$ cat src/rtl/sample_buffer_read_arbiter_if.sv
// ============================================================================
// Module  : sample_buffer_read_arbiter_if
// Brief   : RAM read side and two-consumer bus of the sample buffer read arbiter.
// Revision: 1.0 - initial release
// ============================================================================
`default_nettype none

interface sample_buffer_read_arbiter_if #(
  parameter int unsigned DATA_W = 36
);
  logic [DATA_W-1:0] ram_data_i;
  logic              ram_valid_i;
  logic              ram_ready_o;
  logic              ram_buffer_ready_i;
  logic [1:0]        req_i;
  logic [1:0]        gnt_o;
  logic [DATA_W-1:0] data_o;
  logic [1:0]        valid_o;
  logic [1:0]        ready_i;
  logic              last_o;
  logic              busy_o;
  logic              abort_o;

  // Arbiter side
  modport slave (
    input  ram_data_i, ram_valid_i, ram_buffer_ready_i, req_i, ready_i,
    output ram_ready_o, gnt_o, data_o, valid_o, last_o, busy_o, abort_o
  );

  // RAM + consumers side
  modport master (
    output ram_data_i, ram_valid_i, ram_buffer_ready_i, req_i, ready_i,
    input  ram_ready_o, gnt_o, data_o, valid_o, last_o, busy_o, abort_o
  );
endinterface

`default_nettype wire

$ cat src/rtl/sample_buffer_read_arbiter.sv
// ============================================================================
// Module  : sample_buffer_read_arbiter
// Brief   : Round-robin burst arbiter sharing the sample RAM read port between
//           two consumers. Optional stall timeout via macro STALL_TIMEOUT_EN.
// Revision: 1.0 - initial release
// ============================================================================
`default_nettype none

module sample_buffer_read_arbiter #(
  parameter int unsigned DATA_W      = 36,
  parameter int unsigned BURST_LEN   = 64,
  parameter int unsigned TIMEOUT_CYC = 1024
) (
  input wire                           clk_i,
  input wire                           rst_ni,
  sample_buffer_read_arbiter_if.slave  bus
);

  localparam int unsigned          c_CNT_W = $clog2(BURST_LEN + 1);
  localparam logic [c_CNT_W-1:0]   c_LAST  = c_CNT_W'(BURST_LEN - 1);

  typedef enum logic [1:0] {
    S_IDLE    = 2'd0,
    S_BURST   = 2'd1,
    S_RELEASE = 2'd2
  } state_t;

  state_t               r_state, w_state_nxt;
  logic [1:0]           r_gnt,   w_gnt_nxt;
  logic                 r_win,   w_win_nxt;
  logic                 r_ptr,   w_ptr_nxt;
  logic [c_CNT_W-1:0]   r_cnt,   w_cnt_nxt;

  logic                 w_ram_ready;
  logic [1:0]           w_valid;
  logic                 w_last;
  logic                 w_hs;

`ifdef STALL_TIMEOUT_EN
  localparam int unsigned          c_STALL_W    = $clog2(TIMEOUT_CYC + 1);
  localparam logic [c_STALL_W-1:0] c_STALL_LAST = c_STALL_W'(TIMEOUT_CYC - 1);

  logic [c_STALL_W-1:0] r_stall, w_stall_nxt;
  logic                 w_stall;
  logic                 w_abort;
`endif

  always_ff @(posedge clk_i or negedge rst_ni) begin
    if (!rst_ni) begin
      r_state <= S_IDLE;
      r_gnt   <= 2'b00;
      r_win   <= 1'b0;
      r_ptr   <= 1'b0;
      r_cnt   <= '0;
`ifdef STALL_TIMEOUT_EN
      r_stall <= '0;
`endif
    end else begin
      r_state <= w_state_nxt;
      r_gnt   <= w_gnt_nxt;
      r_win   <= w_win_nxt;
      r_ptr   <= w_ptr_nxt;
      r_cnt   <= w_cnt_nxt;
`ifdef STALL_TIMEOUT_EN
      r_stall <= w_stall_nxt;
`endif
    end
  end

  always_comb begin
    w_state_nxt = r_state;
    w_gnt_nxt   = r_gnt;
    w_win_nxt   = r_win;
    w_ptr_nxt   = r_ptr;
    w_cnt_nxt   = r_cnt;
    w_ram_ready = 1'b0;
    w_valid     = 2'b00;
    w_last      = 1'b0;
    w_hs        = 1'b0;
`ifdef STALL_TIMEOUT_EN
    w_stall_nxt = r_stall;
    w_stall     = 1'b0;
    w_abort     = 1'b0;
`endif

    case (r_state)
      S_IDLE: begin
        if (bus.ram_buffer_ready_i && |bus.req_i) begin
          // Contention goes to the pointer; a lone requester wins outright
          w_win_nxt   = (bus.req_i == 2'b11) ? r_ptr : bus.req_i[1];
          w_gnt_nxt   = w_win_nxt ? 2'b10 : 2'b01;
          w_cnt_nxt   = '0;
          w_state_nxt = S_BURST;
`ifdef STALL_TIMEOUT_EN
          w_stall_nxt = '0;
`endif
        end
      end

      S_BURST: begin
        w_ram_ready    = bus.ready_i[r_win];
        w_valid[r_win] = bus.ram_valid_i;
        w_hs           = bus.ram_valid_i && w_ram_ready;
`ifdef STALL_TIMEOUT_EN
        w_stall        = bus.ram_valid_i && !bus.ready_i[r_win];
`endif
        if (w_hs) begin
          w_cnt_nxt = r_cnt + c_CNT_W'(1);
`ifdef STALL_TIMEOUT_EN
          w_stall_nxt = '0;
`endif
          if (r_cnt == c_LAST) begin
            w_last      = 1'b1;
            w_gnt_nxt   = 2'b00;
            w_state_nxt = S_RELEASE;
          end
        end
`ifdef STALL_TIMEOUT_EN
        else if (w_stall && (r_stall == c_STALL_LAST)) begin
          w_abort     = 1'b1;
          w_gnt_nxt   = 2'b00;
          w_state_nxt = S_RELEASE;
        end
`endif
        else if (!bus.req_i[r_win]) begin
          w_gnt_nxt   = 2'b00;
          w_state_nxt = S_RELEASE;
        end
`ifdef STALL_TIMEOUT_EN
        else if (w_stall) begin
          w_stall_nxt = r_stall + c_STALL_W'(1);
        end
`endif
      end

      S_RELEASE: begin
        w_cnt_nxt   = '0;
        w_ptr_nxt   = ~r_win;
        w_state_nxt = S_IDLE;
      end

      default: begin
        w_gnt_nxt   = 2'b00;
        w_state_nxt = S_IDLE;
      end
    endcase
  end

  assign bus.gnt_o       = r_gnt;
  assign bus.ram_ready_o = w_ram_ready;
  assign bus.valid_o     = w_valid;
  assign bus.last_o      = w_last;
  assign bus.busy_o      = (r_state != S_IDLE);
  assign bus.data_o      = bus.ram_data_i;

`ifdef STALL_TIMEOUT_EN
  assign bus.abort_o = w_abort;
`else
  // Without the timeout a stalled consumer keeps the port indefinitely
  logic w_unused_cfg;
  assign w_unused_cfg = (TIMEOUT_CYC != 0);
  assign bus.abort_o  = 1'b0;
`endif

endmodule

`default_nettype wire

$ cat src/flat_wrapper.sv
// flat-port wrapper written by rule: the top's interface ports become plain ports
module sample_buffer_read_arbiter_flat 
#(
  parameter int unsigned DATA_W      = 36,
  parameter int unsigned BURST_LEN   = 64,
  parameter int unsigned TIMEOUT_CYC = 1024
)
  (clk_i, rst_ni, bus_ram_data_i, bus_ram_valid_i, bus_ram_buffer_ready_i, bus_req_i, bus_ready_i, bus_ram_ready_o, bus_gnt_o, bus_data_o, bus_valid_o, bus_last_o, bus_busy_o, bus_abort_o);
  sample_buffer_read_arbiter_if #(.DATA_W(DATA_W)) bus_i ();
  input wire clk_i;
  input wire rst_ni;
  input wire logic [$bits(bus_i.ram_data_i)-1:0] bus_ram_data_i;
  input wire logic [$bits(bus_i.ram_valid_i)-1:0] bus_ram_valid_i;
  input wire logic [$bits(bus_i.ram_buffer_ready_i)-1:0] bus_ram_buffer_ready_i;
  input wire logic [$bits(bus_i.req_i)-1:0] bus_req_i;
  input wire logic [$bits(bus_i.ready_i)-1:0] bus_ready_i;
  output wire logic [$bits(bus_i.ram_ready_o)-1:0] bus_ram_ready_o;
  output wire logic [$bits(bus_i.gnt_o)-1:0] bus_gnt_o;
  output wire logic [$bits(bus_i.data_o)-1:0] bus_data_o;
  output wire logic [$bits(bus_i.valid_o)-1:0] bus_valid_o;
  output wire logic [$bits(bus_i.last_o)-1:0] bus_last_o;
  output wire logic [$bits(bus_i.busy_o)-1:0] bus_busy_o;
  output wire logic [$bits(bus_i.abort_o)-1:0] bus_abort_o;
  assign bus_i.ram_data_i = bus_ram_data_i;
  assign bus_i.ram_valid_i = bus_ram_valid_i;
  assign bus_i.ram_buffer_ready_i = bus_ram_buffer_ready_i;
  assign bus_i.req_i = bus_req_i;
  assign bus_i.ready_i = bus_ready_i;
  assign bus_ram_ready_o = bus_i.ram_ready_o;
  assign bus_gnt_o = bus_i.gnt_o;
  assign bus_data_o = bus_i.data_o;
  assign bus_valid_o = bus_i.valid_o;
  assign bus_last_o = bus_i.last_o;
  assign bus_busy_o = bus_i.busy_o;
  assign bus_abort_o = bus_i.abort_o;
  sample_buffer_read_arbiter #(.DATA_W(DATA_W), .BURST_LEN(BURST_LEN), .TIMEOUT_CYC(TIMEOUT_CYC)) u_core (.clk_i(clk_i), .rst_ni(rst_ni), .bus(bus_i));
endmodule
$ cat config.mk
export PLATFORM = sky130hd
export DESIGN_NAME = sample_buffer_read_arbiter_flat
export DESIGN_NICKNAME = d
export VERILOG_FILES = /design/src/rtl/sample_buffer_read_arbiter_if.sv /design/src/rtl/sample_buffer_read_arbiter.sv /design/src/flat_wrapper.sv
export SDC_FILE = /design/constraint.sdc
export NUM_CORES = 1
export LEC_CHECK = 0
export CAP_MARGIN = 20
export CORE_MARGIN = 4
export CORE_UTILIZATION = 55
export DETAILED_ROUTE_END_ITERATION = 10
export DONT_BUFFER_PORTS = 1
export PLACE_DENSITY = 0.73
export SYNTH_ARGS = -nofsm -noshare
export SYNTH_HDL_FRONTEND = slang
export SYNTH_SLANG_ARGS = --single-unit
$ cat constraint.sdc
create_clock -name clk_i -period 1.6 [get_ports clk_i]
set_input_delay 0.16 -clock clk_i [delete_from_list [all_inputs] [get_ports clk_i]]
set_output_delay 0.16 -clock clk_i [all_outputs]
set_load 0.01 [all_outputs]
After elaboration in Yosys (flattened, before gate mapping)
Cells that the tools add are included.
- bits in registers: 13
- input bits: 44
- output and inout bits: 44
- word-level logic and storage cells: 56
- $add $sub $neg: 1
- order comparisons: 2
- muxes and demuxes: 26
- reductions and logical operators: 11
- equality and inequality tests: 8
- bitwise logic cells: 3
- operator list (operator ; number):
    7-bit case mux with 3 select lines ; 1
    2-bit 2-to-1 mux ; 10
    7-bit 2-to-1 mux ; 2
    1-bit 2-to-1 mux ; 10
    7-bit by 1-bit adder with 7-bit output (second input constant) ; 1
    7-bit by 6-bit equality test with 1-bit output (second input constant) ; 1
    2-bit case mux with 3 select lines ; 1
    3-bit AND reduction ; 2
    2-bit equality test (second input constant) ; 2
    2-bit by 1-bit inequality test with 1-bit output (second input constant) ; 2
    2-bit case mux with 2 select lines ; 1
    4-bit AND reduction ; 1
    1-bit logical AND ; 3
    3-bit by 2-bit inequality test with 1-bit output (second input constant) ; 1
    3-bit inequality test (second input constant) ; 1
    3-bit nonzero test ; 1
    2-bit bitwise AND ; 1
    2-bit by 1-bit equality test with 1-bit output (second input constant) ; 1
    2-bit zero test ; 1
    1-bit by 2-bit < comparator with 1-bit output (second input constant) ; 1
    1-bit NOT ; 2
    2-bit AND reduction ; 1
    2-bit nonzero test ; 1
    2-bit OR reduction ; 1
    2 further kinds ; 2

Depth between registers and ports, before layout
Gate-level depths: netlist of the first run.
- depth after elaboration: 6
- mapped depth: 5
- depth with buffers taken out: 5

Worst setup path after synthesis of the first run
Ideal clock, no wire load.
- path kind: register -> register
- start point: reg u_core.r_cnt[0]
- end point: reg u_core.r_gnt[0], in the netlist u_core.bus.gnt_o[0]
- path buffers: 0
- data arrival time: 1463 ps
- data required time: 1478 ps
- period minus slack after synthesis: 1584 ps
- stages on the path, launching flop included: 6
- setup slack: 16 ps
- library setup time: 122 ps
- cell sequence: dfrtp_1 -> ha_1 -> nand3_2 -> or3_4 -> o211a_4 -> a32o_1
- longest elaborated chain between the ends: 3
- RTL lines (element ; RTL line ; text):
    from (decl) ; sample_buffer_read_arbiter.sv:32 ; logic [c_CNT_W-1:0] r_cnt, w_cnt_nxt;
    from (signal assigned) ; sample_buffer_read_arbiter.sv:63 ; r_cnt <= w_cnt_nxt;
    7-bit by 6-bit equality test with 1-bit output ; sample_buffer_read_arbiter.sv:112 ; if (r_cnt == c_LAST) begin
    3-bit inequality test (no line) ; -- ;
    4-bit AND reduction (no line) ; -- ;
    to (signal assigned) ; sample_buffer_read_arbiter.sv:60 ; r_gnt <= w_gnt_nxt;
    to (decl) ; sample_buffer_read_arbiter.sv:29 ; logic [1:0] r_gnt, w_gnt_nxt;
Every way passes these cells.
A chain may end at the register's enable or synchronous reset.

Worst setup path in the final report of the first run
Ends and elaborated chain as after synthesis.

==> results of run 1 <==
==> cell type report <==
| class | count | area (um^2) | area share [%] |
|---|---|---|---|
| repair buffers | 9 | 73.8 | 8.29 |
| multi-input cells | 60 | 419 | 47.1 |
| clock buffers | 4 | 26.3 | 2.95 |
| inverters | 4 | 15.0 | 1.69 |
| flip-flops and latches | 13 | 325 | 36.5 |
| well taps | 25 | 31.3 | 3.51 |
==> layout by cell type, fill, tap and decap left out, types with 3 or more instances in the layout <==
cell type and count:
sky130_fd_sc_hd__nand3_1 6, sky130_fd_sc_hd__nor2_1 3, sky130_fd_sc_hd__nand2_1 4, sky130_fd_sc_hd__o21ai_0 9, sky130_fd_sc_hd__buf_4 7, sky130_fd_sc_hd__inv_1 4
sky130_fd_sc_hd__a21o_1 3, sky130_fd_sc_hd__a21oi_1 4, sky130_fd_sc_hd__clkbuf_4 3, sky130_fd_sc_hd__dfrtp_1 13
==> repair_timing <==
| item | 4_1_cts | 5_1_grt |
|---|---|---|
| pin swaps | 2 | 1 |
| resized for setup | 2 | 5 |
| hold endpoints to repair | 13 | 0 |
| endpoints found under the setup margin | 3 | 4 |
| gates cloned | 0 | 0 |
| buffers inserted | 1 | 1 |
| hold buffers | 1 | 0 |
==> stage by stage <==
step / setup WS, ns / hold WS, ns / util, % / std cells / TNS [ns]
6_report: -0.115 / 0.0808 / 51.0 / 115 / -0.336
5_1_grt: -0.179 / 0.0979 / 51.0 / 115 / -0.564
4_1_cts: -0.110 / 0.0810 / 49.5 / 114 / -0.143
3_5_place_dp: 0.000315 / -0.135 / 46.5 / 108 / 0
3_3_place_gp: 0.0494 / -0.135 / 46.5 / 108 / 0
2_1_floorplan: 0.0157 / -0.136 / - / 117 / 0
==> worst max path at each step <==
stage | start | to | slack (ns) | cells after the start
floorplan | u_core.r_cnt[0] | u_core.bus.gnt_o[0] | 0.02 | 5
global placement | u_core.r_cnt[1] | u_core.bus.gnt_o[0] | 0.05 | 5
detailed placement | u_core.r_cnt[1] | u_core.bus.gnt_o[0] | 0.0003 | 5
CTS | u_core.r_cnt[0] | bus_last_o | -0.11 | 5
global route | u_core.r_cnt[0] | bus_last_o | -0.18 | 5
finish | u_core.r_cnt[0] | u_core.bus.gnt_o[0] | -0.11 | 6
==> metal layers <==
| layer | GRT usage (%) | vias up |
|---|---|---|
| met2 | 25.8 | 43 |
| met5 | 0 | - |
| li1 | - | 322 |
| met4 | 13.5 | 0 |
| met3 | 4.66 | 22 |
| met1 | 17.2 | 335 |
==> cells by family after synthesis <==
| logic type | synth area share [%] |
|---|---|
| compound gates | 19.3 |
| fa+ha+maj | 1.21 |
| buf+inv | 30.3 |
| flops | 31.5 |
| mux | 2.06 |
| other cells | 0.363 |
| simple gates | 15.4 |
==> registers in the layout, indices dropped and copies added (netlist names) <==
register and count:
u_core.r_cnt 7, u_core.bus.gnt_o 2, u_core.r_state 2, u_core.r_ptr 1, u_core.r_win 1
==> power breakdown <==
group	internal, mW	switching [mW]
Clock	0.0971	0.115
Combinational	0.203	0.276
Sequential	0.410	0.100
==> impl_table.tex, run 1 <==
\begin{tabular}{lr}
\hline
Metric & Value \\
\hline
\multicolumn{2}{l}{\textbf{Drt}} \\
Sum of routed wire length over all layers & 2040 um \\
Routed len/inst & 17.7 um \\
Detailed-route vias per instance & 6.28 \\
Post-detailed-route DRC marker count & 0 \\
Met2 Routed Length & 982 um \\
Topmost layer with routed signal wires & met4 \\
Wl on met1 & 739 um \\
DR iter-0 viols & 20 \\
Vias after detailed routing & 722 \\
Detail Route Antenna Nets & 0 \\
Drt pass-1 iters & 4 \\
Routed wl met3 & 212 um \\
\multicolumn{2}{l}{\textbf{Finish}} \\
Final net count & 136 \\
Total of fill cells in the finished design & 162 \\
Relative area change from synthesis to final layout & -13.8\% \\
Antenna diode count & 0 \\
Fraction of final layout cells with drive strength greater than 1 & 25.6\% \\
Final instance area & 891 um\^{}2 \\
\multicolumn{2}{l}{\textbf{Min path}} \\
Endpoint of the worst hold-timing path & u\_core.r\_cnt[5] \\
Hold Path Stages & 2 \\
Type of the worst min-delay path & input pin to flop \\
Startpoint of the tightest hold check path & bus\_ram\_valid\_i \\
\multicolumn{2}{l}{\textbf{Floorplanning}} \\
Initial core utilization & 59.2\% \\
Die Outline Area & 0.00264 mm\^{}2 \\
Die boundary height & 51.4 um \\
Die span in x & 51.4 um \\
Standard cell core area & 0.00175 mm\^{}2 \\
Number of placement rows & 15 \\
Count of boundary I/O pins & 88 \\
\multicolumn{2}{l}{\textbf{Critical path}} \\
Data required time of the worst path & 1.78 ns \\
Cell chain of the critical path & ha\_2, nand3\_2, or3\_4, buf\_4, o211a\_4, a32o\_1 \\
Crit path arrival time & 1.89 ns \\
Kind of end point of the critical path & flop \\
Startpoint type of the worst setup path & flop \\
Minimum setup slack among reg-to-reg paths & -0.11 ns \\
Largest fanout on the critical path & 4 \\
Crit path max-delay cell type & sky130\_fd\_sc\_hd\_\_dfrtp\_1 \\
Buffering stage count on the worst path with inverters included & 1 \\
Cell count of the worst reg-to-reg path & 6 \\
Delay of the slowest cell on the worst path & 0.37 ns \\
Worst Path Class, Setup & flop to flop \\
Startpoint of the most critical register-to-register path & u\_core.r\_cnt[0] \\
Worst flop-to-flop path endpoint & u\_core.bus.gnt\_o[0] \\
CP delay by family, top & compound AO/OA/AOI/OAI gates \\
\multicolumn{2}{l}{\textbf{Placed design}} \\
Global placer's final weighted congestion & 0.800 \\
PortBufs & 0 \\
Post-DP HPWL & 1560 um \\
Placement Cell Area & 812 um\^{}2 \\
\multicolumn{2}{l}{\textbf{Timing}} \\
Part of the cycle the worst path needs & 107\% \\
Setup repair after global routing missed its margin & true \\
Tmin final & 1.71 ns \\
Achievable frequency & 583 MHz \\
Clock tree skew after final layout & 0.00626 ns \\
Smallest setup slack after layout & -0.115 ns \\
Measured slew at the worst slew-check pin & 0.605 ns \\
Setup-violating endpoint count in the final report & 4 \\
Rel. slew slack & 59.5\% \\
Max Transition Viols Final & 0 \\
Final-report hold violation count & 0 \\
\multicolumn{2}{l}{\textbf{CTS}} \\
TritonCTS clock tree & built \\
H-tree depth reported by CTS & 1 \\
Number of buffers on the longest clock path & 2 \\
Insertion delay of the later-clocked pin in the worst-skew pair & 0.29 ns \\
Clock tree sinks & 13 \\
Clock root buffer & sky130\_fd\_sc\_hd\_\_clkbuf\_4 \\
Post-CTS clock slew at the launch and capture registers of the worst setup and hold paths & 0.08 ns \\
Number of buffers created by CTS & 3 \\
\multicolumn{2}{l}{\textbf{Logic synthesis}} \\
Cell taking the most area after synthesis & sky130\_fd\_sc\_hd\_\_dfrtp\_1 \\
Fraction of post-synthesis cell area in the top cell type by area & 31.5\% \\
Number of synthesized flops with an enable pin & 0 \\
Share of async-settable or async-resettable flops after synthesis & 100\% \\
Number of instances in the synthesized netlist & 117 \\
Most instantiated library cell after synthesis & sky130\_fd\_sc\_hd\_\_buf\_4 \\
Proportion of synthesized chip area in sequential cells & 31.5\% \\
Netlist Area Pre-Place & 0.00103 mm\^{}2 \\
Post-Synthesis Mean Instance Area & 8.83 um\^{}2 \\
Count of yosys warnings during synthesis & 0 \\
Dominant register cell in the synthesized netlist & sky130\_fd\_sc\_hd\_\_dfrtp\_1 \\
Yosys reg bits & 13 \\
Top cell types by occurrence after synthesis & sky130\_fd\_sc\_hd\_\_buf\_4, sky130\_fd\_sc\_hd\_\_dfrtp\_1, sky130\_fd\_sc\_hd\_\_o21ai\_0, sky130\_fd\_sc\_hd\_\_nand3\_1, sky130\_fd\_sc\_hd\_\_nand2\_1 \\
Number of distinct standard cells referenced by the synthesized netlist & 37 \\
Synthesized net count & 162 \\
Top cells by area, synth & sky130\_fd\_sc\_hd\_\_dfrtp\_1, sky130\_fd\_sc\_hd\_\_buf\_4, sky130\_fd\_sc\_hd\_\_o21ai\_0 \\
\multicolumn{2}{l}{\textbf{Global routing}} \\
Grt total ovfl & 0 \\
Via count of the first global-routing pass & 702 \\
Gr usage total & 16.1\% \\
Number of antenna violations at the first check in global routing & 0 \\
Pin count of the biggest net entering global routing & 14 \\
First-pass GRT wire length & 3160 um \\
\multicolumn{2}{l}{\textbf{Power}} \\
Total power density per cell area & 1350 mW/mm\^{}2 \\
Total power of the final layout & 1.20 mW \\
Max rail drop VDD & 572 uV \\
Leakage power summed over all cells & 0.395 nW \\
\multicolumn{2}{l}{\textbf{Status}} \\
Run status & complete, but fails checks \\
Violated checks & negative setup slack \\
\multicolumn{2}{l}{\textbf{Flow run}} \\
MaxCap Viol Count & 0 \\
\hline
\end{tabular}
No activity file was read; power rests on OpenSTA's default activity.
==> inputs of run 2 (changes only) <==
--- a/config.mk
+++ b/config.mk
@@ -5,6 +5,8 @@
 export SDC_FILE = /design/constraint.sdc
 export NUM_CORES = 1
 export LEC_CHECK = 0
+export ABC_AREA = 1
+export ABC_CLOCK_PERIOD_IN_PS = 1600
 export CAP_MARGIN = 20
 export CORE_MARGIN = 4
 export CORE_UTILIZATION = 55
==> run 2 against run 1 <==
Against the previous run:
- the run now ends clean
- sequential power decreased by 4.1%
- clock skew decreased by 0.0014 ns
- register-to-register slack improved by 0.37 ns
- total power increased by 7.5%
- die area increased by 7.0%
- critical endpoint is now bus_last_o
- fmax increased by 16%
- clock-buffer cell count unchanged
- highest routed layer unchanged
- critical path type is now flop to output port
- synthesized area increased by 8.4%
- critical path depth decreased by 1
- cell area increased by 5.1%
- clock power decreased by 3%
- combinational power increased by 24%
==> impl_table.tex, run 2 <==
\begin{tabular}{lr}
\hline
Metric & Value \\
\hline
\multicolumn{2}{l}{\textbf{Logic synthesis}} \\
Top cells by area, synth & sky130\_fd\_sc\_hd\_\_dfrtp\_1, sky130\_fd\_sc\_hd\_\_buf\_4, sky130\_fd\_sc\_hd\_\_nand2\_1 \\
Number of instances in the synthesized netlist & 147 (+26\%) \\
Count of yosys warnings during synthesis & 0 (unchanged) \\
Netlist Area Pre-Place & 0.00112 mm\^{}2 (+8.4\%) \\
Fraction of post-synthesis cell area in the top cell type by area & 29.1\% (-2.4 points) \\
Proportion of synthesized chip area in sequential cells & 29.1\% (-2.4 points) \\
Cell taking the most area after synthesis & sky130\_fd\_sc\_hd\_\_dfrtp\_1 \\
Dominant register cell in the synthesized netlist & sky130\_fd\_sc\_hd\_\_dfrtp\_1 \\
Yosys reg bits & 13 (unchanged) \\
Top cell types by occurrence after synthesis & sky130\_fd\_sc\_hd\_\_buf\_4, sky130\_fd\_sc\_hd\_\_nand2\_1, sky130\_fd\_sc\_hd\_\_dfrtp\_1, sky130\_fd\_sc\_hd\_\_inv\_1, sky130\_fd\_sc\_hd\_\_nor2\_1 \\
Number of distinct standard cells referenced by the synthesized netlist & 24 (-35\%) \\
Share of async-settable or async-resettable flops after synthesis & 100\% (unchanged) \\
Number of synthesized flops with an enable pin & 0 (unchanged) \\
Post-Synthesis Mean Instance Area & 7.62 um\^{}2 (-14\%) \\
Synthesized net count & 192 (+19\%) \\
Most instantiated library cell after synthesis & sky130\_fd\_sc\_hd\_\_buf\_4 \\
\multicolumn{2}{l}{\textbf{Timing}} \\
Part of the cycle the worst path needs & 92.8\% (-14 points) \\
Clock tree skew after final layout & 0.00490 ns (-0.00136 ns) \\
Max Transition Viols Final & 0 (unchanged) \\
Achievable frequency & 674 MHz (+16\%) \\
Final-report hold violation count & 0 (unchanged) \\
Rel. slew slack & 58.7\% (-0.78 points) \\
Tmin final & 1.48 ns (-0.230 ns) \\
WHS & 0.108 ns (+0.0277 ns) \\
Measured slew at the worst slew-check pin & 0.617 ns (+0.0117 ns) \\
Sum of negative setup slack & 0 ns (+0.336 ns) \\
Setup-violating endpoint count in the final report & 0 (-4) \\
\multicolumn{2}{l}{\textbf{Placed design}} \\
Placement Cell Area & 865 um\^{}2 (+6.5\%) \\
Global placer's final weighted congestion & 0.733 (-8.4\%) \\
Post-DP HPWL & 1460 um (-6.8\%) \\
PortBufs & 0 (unchanged) \\
\multicolumn{2}{l}{\textbf{CTS}} \\
Number of buffers created by CTS & 3 (unchanged) \\
Insertion delay of the later-clocked pin in the worst-skew pair & 0.28 ns (about the same) \\
Clock root buffer & sky130\_fd\_sc\_hd\_\_clkbuf\_4 \\
Number of buffers on the longest clock path & 2 (unchanged) \\
TritonCTS clock tree & built \\
Post-CTS clock slew at the launch and capture registers of the worst setup and hold paths & 0.08 ns (about the same) \\
H-tree depth reported by CTS & 1 (unchanged) \\
Clock tree sinks & 13 (unchanged) \\
\multicolumn{2}{l}{\textbf{Drt}} \\
Detail Route Antenna Nets & 0 (unchanged) \\
Sum of routed wire length over all layers & 1870 um (-8.4\%) \\
Detailed-route vias per instance & 5.29 (-16\%) \\
Routed len/inst & 13.0 um (-26\%) \\
DR iter-0 viols & 14 (-30\%) \\
Drt pass-1 iters & 4 (unchanged) \\
Post-detailed-route DRC marker count & 0 (unchanged) \\
Vias after detailed routing & 756 (+4.7\%) \\
\multicolumn{2}{l}{\textbf{Critical path}} \\
Kind of end point of the critical path & output port \\
Worst Path Class, Setup & flop to output port \\
Data required time of the worst path & 1.44 ns (-0.34 ns) \\
Crit path arrival time & 1.32 ns (-0.57 ns) \\
Largest fanout on the critical path & 4 (unchanged) \\
Startpoint type of the worst setup path & flop \\
\multicolumn{2}{l}{\textbf{Floorplanning}} \\
Die boundary height & 53.1 um (+3.4\%) \\
Die span in x & 53.1 um (+3.4\%) \\
Number of placement rows & 16 (+1) \\
Die Outline Area & 0.00282 mm\^{}2 (+7.0\%) \\
Initial core utilization & 57.7\% (-1.5 points) \\
Standard cell core area & 0.00194 mm\^{}2 (+11\%) \\
Count of boundary I/O pins & 88 (unchanged) \\
\multicolumn{2}{l}{\textbf{Status}} \\
Run status & finished clean \\
\multicolumn{2}{l}{\textbf{Power}} \\
Max rail drop VDD & 946 uV (+65\%) \\
Leakage power summed over all cells & 0.455 nW (+15\%) \\
Total power of the final layout & 1.29 mW (+7.5\%) \\
Total power density per cell area & 1380 mW/mm\^{}2 (+2.3\%) \\
\multicolumn{2}{l}{\textbf{Finish}} \\
Total of fill cells in the finished design & 206 (+27\%) \\
Core utilization of the finished layout & 48.2\% (-2.8 points) \\
Antenna diode count & 0 (unchanged) \\
Most frequent standard cell in the layout excluding fill and tap cells & sky130\_fd\_sc\_hd\_\_nand2\_1 \\
Fraction of final layout cells with drive strength greater than 1 & 33.6\% (+8.1 points) \\
Final instance area & 936 um\^{}2 (+5.1\%) \\
Final net count & 162 (+19\%) \\
Relative area change from synthesis to final layout & -16.4\% \\
Biggest register & u\_core.r\_cnt \\
Most used cells in the layout excluding fill and tap cells & sky130\_fd\_sc\_hd\_\_nand2\_1, sky130\_fd\_sc\_hd\_\_dfrtp\_1, sky130\_fd\_sc\_hd\_\_inv\_1 \\
Number of flip-flops under the largest register name & 7 (unchanged) \\
\multicolumn{2}{l}{\textbf{Min path}} \\
Type of the worst min-delay path & input pin to flop \\
\multicolumn{2}{l}{\textbf{Global routing}} \\
Grt total ovfl & 0 (unchanged) \\
Gr usage total & 15.2\% (-0.83 points) \\
Via count of the first global-routing pass & 689 (-1.9\%) \\
Pin count of the biggest net entering global routing & 14 (unchanged) \\
First-pass GRT wire length & 3130 um (-0.89\%) \\
Number of antenna violations at the first check in global routing & 0 (unchanged) \\
\multicolumn{2}{l}{\textbf{Flow run}} \\
MaxCap Viol Count & 0 (unchanged) \\
\hline
\end{tabular}
==> run 2: cell count changes after synthesis, moves of 3 or more <==
cell                      change
sky130_fd_sc_hd__nor2_1       +5
sky130_fd_sc_hd__o21ai_0      -6
sky130_fd_sc_hd__inv_2        +5
sky130_fd_sc_hd__a21o_1       -3
sky130_fd_sc_hd__o21ai_2      +5
sky130_fd_sc_hd__nand2_2      +7
sky130_fd_sc_hd__nand2_1     +23
sky130_fd_sc_hd__nor2_4       +3
sky130_fd_sc_hd__a21oi_1      -3
sky130_fd_sc_hd__inv_1        +8
==> run 2: per-layer routing <==
layer,GRT usage [%],up-vias,share of wire (%)
met5,0,-,0
met4,4.68,0,0.64
met3,9.86,4,11
met2,23.8,30,48
met1,16.8,373,40
li1,-,349,-
==> run 2: power breakdown <==
| group | switching, mW | total [mW] | internal (mW) |
|---|---|---|---|
| clock network | 0.110 | 0.206 | 0.0967 |
| logic | 0.411 | 0.596 | 0.185 |
| registers | 0.0836 | 0.490 | 0.406 |
==> run 2: path summary, 6_finish.rpt <==
check                                       to             from  slack (ns)  cells past startpoint
min reg2reg                    u_core.r_cnt[3]  u_core.r_cnt[3]        0.53                      2
min in group asynchronous      u_core.r_cnt[2]           rst_ni        0.33                      1
min                        u_core.bus.gnt_o[1]     bus_req_i[0]        0.11                      3
max reg2reg                u_core.bus.gnt_o[1]  u_core.r_cnt[1]        0.26                      8
max                                 bus_last_o  u_core.r_cnt[1]        0.12                      5
max in group asynchronous    u_core.r_state[1]           rst_ni        0.87                      1
==> run 2: layout make-up <==
type,count,area [um^2],share of cell area [%]
Multi-Input combinational cell,79,462,49.3
Tap cell,27,33.8,3.61
Sequential cell,13,325,34.8
Inverter,17,63.8,6.82
Clock buffer,4,26.3,2.81
Timing Repair Buffer,3,25.0,2.67
==> run 2: logic make-up (layout without fill, tap and decap cells) <==
kind of cell,after synthesis,in the layout,synth area share (%)
and+or+nand+nor,65,65,30.3
buffers and inverters,55,24,31.5
DFF,13,13,29.1
AOI/OAI and AO/OA,12,12,7.71
adders and majority gates,1,1,1.12
other,1,1,0.335
==> run 2: what timing repair did <==
item | in CTS | in global routing
pin swaps | 1 | 1
gates cloned | 0 | 0
hold endpoints to repair | 13 | 0
endpoints found under the setup margin | 1 | 1
resized for setup | 2 | 5
hold buffers | 1 | 0
buffers inserted | 0 | 2
==> run 2: stage by stage <==
stage               setup slack, ns  instances
floorplan                     0.365        147
global placement              0.210        136
detailed placement            0.211        136
CTS                         0.00316        141
global route              -0.000704        143
finish                        0.115        143
==> run 2: critical path, stage by stage (launching register included) <==
cell                      delay, ns
sky130_fd_sc_hd__dfrtp_1       0.39
sky130_fd_sc_hd__ha_2          0.20
sky130_fd_sc_hd__nand3_1       0.12
sky130_fd_sc_hd__inv_2         0.09
sky130_fd_sc_hd__nand2_2       0.09
sky130_fd_sc_hd__nor2_4        0.14
